$ cat src/rtl/imem_pkg.sv
// Shared constants and types for the synchronous instruction memory.
package imem_pkg;

  // Widest instruction word the NOP constant covers.
  localparam int MAX_DATA_W = 64;

  // Instruction returned on any fault; all-zeros decodes as sll $0,$0,0.
  localparam logic [MAX_DATA_W-1:0] NOP_WORD = '0;

  // Fault code: bit0 misaligned PC, bit1 PC beyond the array.
  typedef logic [1:0] fault_t;

  localparam fault_t FAULT_NONE     = 2'b00;
  localparam fault_t FAULT_MISALIGN = 2'b01;
  localparam fault_t FAULT_RANGE    = 2'b10;

  // Word-index width for a given depth; never below 1 so ports stay legal.
  function automatic int idx_w(input int depth);
    return (depth < 2) ? 1 : $clog2(depth);
  endfunction

endpackage

$ cat src/rtl/imem_array.sv
// Instruction storage: one synchronous write port and one registered read
// port with read-enable. No reset on the storage, so it maps onto block RAM.
module imem_array
  import imem_pkg::*;
#(
  parameter int DATA_W = 32,
  parameter int DEPTH  = 32,
  parameter int IDX_W  = idx_w(DEPTH)
) (
  input  logic              clk,
  input  logic              wr_en,
  input  logic [IDX_W-1:0]  wr_idx,
  input  logic [DATA_W-1:0] wr_data,
  input  logic              rd_en,
  input  logic [IDX_W-1:0]  rd_idx,
  output logic [DATA_W-1:0] rd_data
);

  logic [DATA_W-1:0] mem [DEPTH];
  logic [DATA_W-1:0] rd_data_d;
  logic [DATA_W-1:0] rd_data_q;

  // Read-data register holds unless a new read is enabled.
  always_comb begin
    rd_data_d = rd_data_q;
    if (rd_en) begin
      rd_data_d = mem[rd_idx];
    end
  end

  // Storage write and read-data capture share the clock edge.
  always_ff @(posedge clk) begin
    if (wr_en) begin
      mem[wr_idx] <= wr_data;
    end
    rd_data_q <= rd_data_d;
  end

  assign rd_data = rd_data_q;

endmodule

$ cat src/rtl/imem_sync.sv
// Synchronous-read instruction memory with valid/ready fetch, one-entry
// response register, program-load port, fault reporting and a saturating
// count of accepted fetches.
module imem_sync
  import imem_pkg::*;
#(
  parameter int DATA_W = 32,
  parameter int DEPTH  = 32,
  parameter int ADDR_W = 32,
  parameter int CNT_W  = 16
) (
  input  logic                     clk,
  input  logic                     rst_n,
  input  logic                     req_valid,
  output logic                     req_ready,
  input  logic [ADDR_W-1:0]        req_pc,
  output logic                     rsp_valid,
  input  logic                     rsp_ready,
  output logic [DATA_W-1:0]        rsp_instr,
  output logic [ADDR_W-1:0]        rsp_pc,
  output logic [1:0]               rsp_fault,
  input  logic                     prog_we,
  input  logic [$clog2(DEPTH)-1:0] prog_idx,
  input  logic [DATA_W-1:0]        prog_data,
  output logic [CNT_W-1:0]         fetch_cnt
);

  localparam int IDX_W = idx_w(DEPTH);

  logic              accept;
  logic              misalign;
  logic              range_err;
  logic [ADDR_W-1:0] pc_upper;
  logic [IDX_W-1:0]  req_idx;
  fault_t            req_fault;
  logic              rd_en;
  logic [DATA_W-1:0] rd_data;

  logic              rsp_valid_d, rsp_valid_q;
  logic [ADDR_W-1:0] rsp_pc_d,    rsp_pc_q;
  fault_t            rsp_fault_d, rsp_fault_q;
  logic              has_data_d,  has_data_q;
  logic [CNT_W-1:0]  fetch_cnt_d, fetch_cnt_q;

  // Decode the requested PC into a word index and fault code.
  always_comb begin
    misalign  = (req_pc[1:0] != 2'b00);
    pc_upper  = req_pc >> (IDX_W + 2);
    range_err = (pc_upper != '0);
    req_idx   = req_pc[IDX_W+1:2];
    req_fault = FAULT_NONE;
    if (misalign) begin
      req_fault = req_fault | FAULT_MISALIGN;
    end
    if (range_err) begin
      req_fault = req_fault | FAULT_RANGE;
    end
  end

  // Handshake: program load blocks fetches; a full register must drain first.
  always_comb begin
    req_ready = !prog_we && (!rsp_valid_q || rsp_ready);
    accept    = req_valid && req_ready;
    rd_en     = accept && (req_fault == FAULT_NONE);
  end

  imem_array #(
    .DATA_W (DATA_W),
    .DEPTH  (DEPTH),
    .IDX_W  (IDX_W)
  ) u_array (
    .clk     (clk),
    .wr_en   (prog_we),
    .wr_idx  (prog_idx),
    .wr_data (prog_data),
    .rd_en   (rd_en),
    .rd_idx  (req_idx),
    .rd_data (rd_data)
  );

  // Next state of the response register; new acceptance wins over drain.
  always_comb begin
    rsp_valid_d = rsp_valid_q;
    rsp_pc_d    = rsp_pc_q;
    rsp_fault_d = rsp_fault_q;
    has_data_d  = has_data_q;
    if (accept) begin
      rsp_valid_d = 1'b1;
      rsp_pc_d    = req_pc;
      rsp_fault_d = req_fault;
      has_data_d  = (req_fault == FAULT_NONE);
    end else if (rsp_ready) begin
      rsp_valid_d = 1'b0;
    end
  end

  // Saturating count of accepted fetches, faulting ones included.
  always_comb begin
    fetch_cnt_d = fetch_cnt_q;
    if (accept && (fetch_cnt_q != '1)) begin
      fetch_cnt_d = fetch_cnt_q + CNT_W'(1);
    end
  end

  // Response and counter registers; reset drops any pending response.
  always_ff @(posedge clk or negedge rst_n) begin
    if (!rst_n) begin
      rsp_valid_q <= 1'b0;
      rsp_pc_q    <= '0;
      rsp_fault_q <= FAULT_NONE;
      has_data_q  <= 1'b0;
      fetch_cnt_q <= '0;
    end else begin
      rsp_valid_q <= rsp_valid_d;
      rsp_pc_q    <= rsp_pc_d;
      rsp_fault_q <= rsp_fault_d;
      has_data_q  <= has_data_d;
      fetch_cnt_q <= fetch_cnt_d;
    end
  end

  // The RAM read register is not reset, so instr shows NOP unless the
  // current response came from a fault-free read.
  always_comb begin
    rsp_instr = has_data_q ? rd_data : NOP_WORD[DATA_W-1:0];
  end

  assign rsp_valid = rsp_valid_q;
  assign rsp_pc    = rsp_pc_q;
  assign rsp_fault = rsp_fault_q;
  assign fetch_cnt = fetch_cnt_q;

endmodule

$ cat config.mk
export PLATFORM = sky130hd
export DESIGN_NAME = imem_sync
export DESIGN_NICKNAME = d
export VERILOG_FILES = /design/src/rtl/imem_pkg.sv /design/src/rtl/imem_array.sv /design/src/rtl/imem_sync.sv
export SDC_FILE = /design/constraint.sdc
export NUM_CORES = 1
export LEC_CHECK = 0
export ABC_AREA = 1
export CAP_MARGIN = 20
export CORE_UTILIZATION = 40
export DETAILED_ROUTE_END_ITERATION = 8
export GPL_ROUTABILITY_DRIVEN = 0
export PLACE_DENSITY = 0.56
export SLEW_MARGIN = 5
export SYNTH_ARGS = -nofsm -noshare
export SYNTH_HDL_FRONTEND = slang
export SYNTH_HIERARCHICAL = 1
export SYNTH_SLANG_ARGS = --single-unit
export TNS_END_PERCENT = 50
$ cat constraint.sdc
create_clock -name clk -period 2.6 [get_ports clk]
set_input_delay 0.39 -clock clk [delete_from_list [all_inputs] [get_ports clk]]
set_output_delay 0.39 -clock clk [all_outputs]
set_load 0.02 [all_outputs]
Word level (Yosys, flattened, before mapping)
Memories as Yosys holds them, arrays and structs flattened. A register that Yosys moved wholly into a read port is not among the register bits.
Index checks and enable logic that the tools add are counted.
Word-level totals
  bits in registers: 52
  bits in writable memories: 1024
  input bits: 74
  output and inout bits: 84
  logic and storage cells: 26
  memories: 1
Memory list
  u_array.mem: depth 32, width 32, read ports 1, clocked after memory_dff 1, wr ports 1, line imem_array.sv:19  | logic [DATA_W-1:0] mem [DEPTH];
Operators by class
  $add $sub $neg: 1
  equality and inequality tests: 1
  muxes and demuxes: 7
  reductions and logical operators: 11
Operators by type and width (number)
  32-bit two-way mux: 1
  32-bit nonzero test: 1
  16-bit by 1-bit adder with 16-bit output (second input constant): 1
  16-bit inequality test (second input constant): 1
  1-bit two-way mux: 5
  1-bit logical AND: 4
  2-bit nonzero test: 2
  1-bit zero test: 2
  2-bit zero test: 1
  2-bit two-way mux: 1
  1-bit logical OR: 1

Depth between registers and ports, before layout
Gate-level depths: netlist of the first run.
  word-level depth: 5
  depth in mapped cells: 12

Hierarchy
Netlist of the first run, hierarchy kept.
By module, submodules not included
  imem_array: instances 1, cells an instance 3536, area each 42726.0 sq um, seq. area each 31710.4 sq um
  imem_sync: instances 1, cells an instance 394, area each 2742.6 sq um, seq. area each 1301.2 sq um

Worst setup path after synthesis of the first run
OpenSTA, ideal clock, no wires.
  path type: in2reg
  start: input port prog_idx[0]
  end: memory u_array.mem[8][0] (enable)
  data arrival time: 2.045 ns
  required time: 2.179 ns
  setup slack: 0.134 ns
  stages on the path: 3
  buffers on the path: 0
  path through: inv_1 > nand3_1 > nor2_1
RTL lines
  start: declaration: line imem_sync.sv:23  | input logic [$clog2(DEPTH)-1:0] prog_idx,
  end: declaration: line imem_array.sv:19
No word-level cell before the write port.

Worst setup path after layout of the first run
  start: register has_data_q
  end: output port rsp_instr[3]
Between the ends
  longest elaborated chain between the ends: 1
Ends and longest elaborated chain
  start: declaration: line imem_sync.sv:42  | logic has_data_d, has_data_q;
  start signal: assignment: line imem_sync.sv:117  | has_data_q <= has_data_d;
  32-bit two-way mux: line imem_sync.sv:125  | rsp_instr = has_data_q ? rd_data : NOP_WORD[DATA_W-1:0];
  end: declaration: line imem_sync.sv:19  | output logic [DATA_W-1:0] rsp_instr,
No other way between the ends.

==> flow_metrics.env, run 1 <==
export IMPL_dp_cells=5537
export IMPL_start_kind="flip-flop"
export IMPL_cts_resized=0
export IMPL_hold_class="primary input to flip-flop"
export IMPL_regArea_mm2=0.0330
export IMPL_drtIter0Drc=3077
export IMPL_hold_viol=0
export IMPL_grt_pass1_wl_um=189000
export IMPL_ys_types=28
export IMPL_syn_area_mm2=0.0455
export IMPL_initial_utilization=0.404
export IMPL_synth_top_area_frac=0.697
export IMPL_p_per_area_mw_per_mm2=713
export IMPL_layout_area_overhead_vs_synth_pct=16.9
export IMPL_remaining_drc_errors=0
export IMPL_clock_path_buffers=3
export IMPL_port_buffers=157
export IMPL_min_period_over_period=0.948
export IMPL_max_freq_mhz=406
export IMPL_tns_ns=0
export IMPL_grt_use_total=0.219
export IMPL_cts_inserted_buffers=113
export IMPL_status="finished, final reports clean"
export IMPL_clkTransAtPathRegs_ns=0.06
export IMPL_r2r_start="rsp_valid$_DFFE_PN0P_"
export IMPL_grt_overflow=0
export IMPL_setup_viol=0
export IMPL_layout_commonest_cell="nand2_1"
export IMPL_finalCriticalPeriod_ns=2.47
export IMPL_io_pins=158
export IMPL_min_to="rsp_pc[4]$_DFFE_PN0P_"
export IMPL_synthCells=3930
export IMPL_die_w_um=339
export IMPL_rows=123
export IMPL_crit_required_ns=2.21
export IMPL_ys_seq_area_frac=0.726
export IMPL_drv_slew=0
export IMPL_vias=29700
export IMPL_cap_violations=0
export IMPL_wirelength_um=127000
export IMPL_setup_slack_ns=0.135
export IMPL_regToRegEndpoint="u_array/rd_data[4]$_DFFE_PP_"
export IMPL_yosysWarnings=6
export IMPL_crit_type="flip-flop to output port"
export IMPL_synth_largest_area_cell="edfxtp_1"
export IMPL_postSynthAreaPerCell_um2=11.6
export IMPL_synth_area_leaders="edfxtp_1 (70%), nand2_1 (13%), nand3_1 (8.7%)"
export IMPL_diodes=0
export IMPL_clkSinkCount=1108
export IMPL_cts_root_buf="clkbuf_16"
export IMPL_clock_skew_ns=0.0198
export IMPL_dpl_instance_area_mm2=0.0498
export IMPL_routed_via_density=5.18
export IMPL_final_area_mm2=0.0532
export IMPL_die_area_mm2=0.115
export IMPL_multi_input_area_mm2=0.0108
export IMPL_wl_per_cell_um=22.1
export IMPL_dp_hpwl_um=72500
export IMPL_power_mw=37.9
export IMPL_worst_slew_margin_rel=0.389
export IMPL_clk_insertion_delay_late_ns=0.69
export IMPL_grt_max_degree=82
export IMPL_p_leak_nw=19.8
export IMPL_hold_start="req_pc[4]"
export IMPL_final_cells=5736
export IMPL_worst_slew_pin_slew_ns=0.916
export IMPL_fillerInstances=10200
export IMPL_cts_tree="done"
export IMPL_ir_worst_vdd_uv=505
export IMPL_hold_depth=3
export IMPL_antenna_found_initial=5
export IMPL_final_cell_mix="nand2_1 (1631), edfxtp_1 (1056), nand3_1 (791), clkdlybuf4s50_1 (151), clkbuf_16 (115)"
export IMPL_layout_drive_gt1_share=0.0876
export IMPL_synth_seq_cells=1108
export IMPL_ff2ff_path_depth=6
export IMPL_die_h_um=339
export IMPL_drt_pass1_iterations=5
export IMPL_grt_pass1_vias=28900
export IMPL_cp_data_arrival_time_ns=2.08
export IMPL_cp_max_fo=23
export IMPL_grt_setup_unrepaired="false"
export IMPL_final_antenna_net_count=0
export IMPL_core_mm2=0.113
export IMPL_fin_nets=4229
export IMPL_h_tree_depth=3
export IMPL_crit_path_end_kind="output port"
export IMPL_syn_num_nets=4005
export IMPL_r2r_slack_ns=0.76
export IMPL_place_ws_ns=0.205
[power by group]
part | internal, mW | switching [mW] | leakage, nW
combinational | 1.00 | 2.02 | 8.05
clock | 8.31 | 6.52 | 1.61
sequential | 19.9 | 0.153 | 10.2
[timing repair]
| action | 4_1_cts | 5_1_grt |
|---|---|---|
| hold buffers | 1 | 0 |
| hold endpoints to repair | 52 | 0 |
| setup buffers | 1 | 0 |
| setup endpoints to repair | 22 | 0 |
[state kept, by name, indices dropped and copies added, names as in the netlist]
register,count
u_array/mem,1024
u_array/rd_data,32
rsp_pc,32
rsp_valid,1
rsp_fault,2
has_data_q,1
fetch_cnt,16
[through the flow]
stage,hold slack (ns),util
after global routing,0.0500,0.472
after global placement,0.465,0.442
after detailed placement,0.468,0.442
after floorplan,0.0944,-
after CTS,0.00487,0.472
final,0.0428,0.472
[critical path, stage by stage (launching register included)]
cell and delay [ns]:
dfrtp_2 0.38, buf_12 0.18, nand2_1 0.12, inv_1 0.08, clkdlybuf4s50_1 0.60
[final cells by class]
class | count | area share
inverters | 68 | 0.00539
well taps | 1500 | 0.0353
repair buffers | 341 | 0.0727
clock inverters | 51 | 0.00581
flip-flops and latches | 1108 | 0.621
clock buffers | 146 | 0.0563
multi-input cells | 2522 | 0.203
[metal layers]
layer,global-route usage,vias to the layer above,wire (µm)
li1,-,14000,-
met1,0.317,14500,56900
met2,0.349,1040,58400
met3,0.0324,148,9060
met4,0.0518,0,2280
met5,0,-,0
[cells in the mapped netlist (all sizes together)]
library cell,instances
a21oi,1
buf,202
clkbuf,30
clkinv,1
dfrtp,52
edfxtp,1056
ha,1
inv,67
nand2,1634
nand3,792
nand3b,2
nand4,11
nor2,64
nor3,1
o21ai,12
xnor2,4
[how the worst max path moves through the flow]
| stage | depth (start not counted) | to | start | slack [ns] |
|---|---|---|---|---|
| 2_1_floorplan | 3 | u_array/mem[8][0]$_DFFE_PP_ | prog_idx[0] | 0.13 |
| 3_3_place_gp | 4 | u_array/mem[28][4]$_DFFE_PP_ | prog_idx[4] | 0.21 |
| 3_5_place_dp | 5 | u_array/mem[6][7]$_DFFE_PP_ | prog_idx[4] | 0.21 |
| 4_1_cts | 4 | rsp_instr[5] | has_data_q$_DFFE_PN0P_ | 0.07 |
| 5_1_grt | 4 | rsp_instr[4] | has_data_q$_DFFE_PN0P_ | 0.04 |
| 6_report | 4 | rsp_instr[3] | has_data_q$_DFFE_PN0P_ | 0.13 |
[cell families after synthesis]
group	Yosys count	share of synthesized area
flops	1108	0.726
simple gates	2504	0.230
xor+xnor	4	0.000770
fa+ha+maj	1	0.000275
compound gates	13	0.00160
buf+inv	300	0.0414
(Power assumes the default switching activity.)
==> inputs of run 2 (changes only) <==
Settings changed: CTS_CLUSTER_SIZE from default to 8, PLACE_DENSITY 0.56 to 0.6.
==> flow_metrics.env, run 2 (synthesized netlist as in run 1, its figures left out) <==
export IMPL_status="finished, final reports clean"
export IMPL_hold_viol=0
export IMPL_routed_via_density=5.30
export IMPL_grt_pass1_wl_um=188000
export IMPL_setup_slack_ns=0.121
export IMPL_initial_utilization=0.404
export IMPL_layout_commonest_cell="nand2_1"
export IMPL_pwr_share_comb=0.072
export IMPL_crit_required_ns=2.21
export IMPL_cp_max_fo=4
export IMPL_drtIter0Drc=2722
export IMPL_fillerInstances=9950
export IMPL_wl_per_cell_um=22.0
export IMPL_final_area_mm2=0.0541
export IMPL_ir_worst_vdd_uv=640
export IMPL_grt_max_degree=133
export IMPL_cts_root_buf="clkbuf_16"
export IMPL_grt_setup_unrepaired="false"
export IMPL_drt_pass1_iterations=5
export IMPL_rows=123
export IMPL_top_register="u_array/mem"
export IMPL_setup_viol=0
export IMPL_grt_use_total=0.218
export IMPL_clkPwrFrac=0.443
export IMPL_die_area_mm2=0.115
export IMPL_final_antenna_net_count=0
export IMPL_crit_type="flip-flop to output port"
export IMPL_seq_power_share=0.486
export IMPL_h_tree_depth=4
export IMPL_min_period_over_period=0.953
export IMPL_largest_register_ffs=1024
export IMPL_antenna_found_initial=3
export IMPL_p_leak_nw=20.4
export IMPL_cap_violations=0
export IMPL_grt_overflow=0
export IMPL_clk_insertion_delay_late_ns=0.76
export IMPL_layout_area_overhead_vs_synth_pct=19.0
export IMPL_internal_power_mw=31.9
export IMPL_dpl_instance_area_mm2=0.0498
export IMPL_worst_slew_margin_rel=0.546
export IMPL_hold_class="primary input to asynchronous set/reset pin"
export IMPL_layout_drive_gt1_share=0.0971
export IMPL_p_per_area_mw_per_mm2=765
export IMPL_clkTransAtPathRegs_ns=0.05
export IMPL_finalCriticalPeriod_ns=2.48
export IMPL_cp_data_arrival_time_ns=2.09
export IMPL_die_w_um=339
export IMPL_remaining_drc_errors=0
export IMPL_final_cell_mix="nand2_1 (1631), edfxtp_1 (1056), nand3_1 (791), clkbuf_16 (159), clkdlybuf4s50_1 (120)"
export IMPL_vias=30300
export IMPL_start_kind="flip-flop"
export IMPL_grt_pass1_vias=29500
export IMPL_io_pins=158
export IMPL_cts_tree="done"
export IMPL_drv_slew=0
export IMPL_wirelength_um=126000
export IMPL_worst_slew_pin_slew_ns=0.681
export IMPL_fin_nets=4270
export IMPL_crit_path_end_kind="output port"
export IMPL_dp_hpwl_um=71300
export IMPL_max_freq_mhz=403
export IMPL_place_ws_ns=0.155
export IMPL_switchingPower_mw=9.48
export IMPL_clock_path_buffers=3
export IMPL_p_sw_frac=0.229
export IMPL_cts_inserted_buffers=157
export IMPL_port_buffers=157
export IMPL_core_mm2=0.113
export IMPL_diodes=0
export IMPL_die_h_um=339
export IMPL_clock_skew_ns=0.0407
export IMPL_clkSinkCount=1108
export IMPL_tns_ns=0
## run 2: stage by stage
| step | hold slack (ns) | cells | util | total power, mW |
|---|---|---|---|---|
| 4_1_cts | 0.0192 | 5722 | 0.480 | 41.6 |
| 3_5_place_dp | 0.305 | 5534 | 0.442 | 23.4 |
| 6_report | 0.0559 | 5722 | 0.480 | 41.4 |
| 5_1_grt | 0.0506 | 5722 | 0.480 | 42.6 |
| 2_1_floorplan | 0.0944 | 3930 | - | 22.0 |
| 3_3_place_gp | 0.300 | 5534 | 0.442 | 23.3 |
## run 2: what timing repair did
item / 4_1_cts / 5_1_grt
setup buffers: 1 / 0
hold buffers: 1 / 0
gates resized for setup: 32 / 0
hold endpoints to repair: 16 / 0
setup endpoints to repair: 32 / 0
## run 2: path summary, 6_finish.rpt
check                                  startpoint                           end  slack [ns]  cells after the start
setup reg to reg            rsp_valid$_DFFE_PN0P_  u_array/rd_data[6]$_DFFE_PP_        0.81                      6
hold reg to reg            rsp_pc[13]$_DFFE_PN0P_        rsp_pc[13]$_DFFE_PN0P_        0.48                      2
min in group clk                        req_pc[7]         rsp_pc[7]$_DFFE_PN0P_        0.24                      3
hold / removal                              rst_n      fetch_cnt[3]$_DFFE_PN0P_        0.06                      2
setup / recovery           has_data_q$_DFFE_PN0P_                 rsp_instr[26]        0.12                      3
max in group asynchronous                   rst_n        has_data_q$_DFFE_PN0P_        1.65                      3
## run 2: power groups by stage
| stage | Sequential [mW] | Clock, mW | Combinational [mW] |
|---|---|---|---|
| floorplan | 20.5 | 0 | 1.49 |
| global placement | 20.4 | 0 | 2.93 |
| detailed placement | 20.4 | 0 | 2.96 |
| CTS | 20.1 | 18.6 | 2.97 |
| global route | 20.1 | 19.3 | 3.23 |
| finish | 20.1 | 18.3 | 2.96 |
## run 2: cell type report
cell class	count	area (µm²)	share of cell area
Sequential cell	1108	33000	0.610
Multi-Input combinational cell	2522	10800	0.200
Clock buffer	170	4020	0.0743
Timing Repair Buffer	338	3780	0.0699
Tap cell	1500	1880	0.0347
Clock inverter	16	295	0.00546
Inverter	68	287	0.00530
## run 2: worst max-delay path: stages (launching register included)
cell	delay [ns]
dfrtp_4	0.50
nand2_1	0.11
inv_1	0.11
clkdlybuf4s50_1	0.62
## run 2: routing by layer
layer	routed length, µm	GRT usage	share of wire	vias to the layer above
li1	-	-	-	14000
met1	54400	0.304	0.43	14900
met2	59300	0.348	0.47	1203
met3	9420	0.0405	0.075	199
met4	2920	0.0659	0.023	6
met5	38	0	0.00030	-
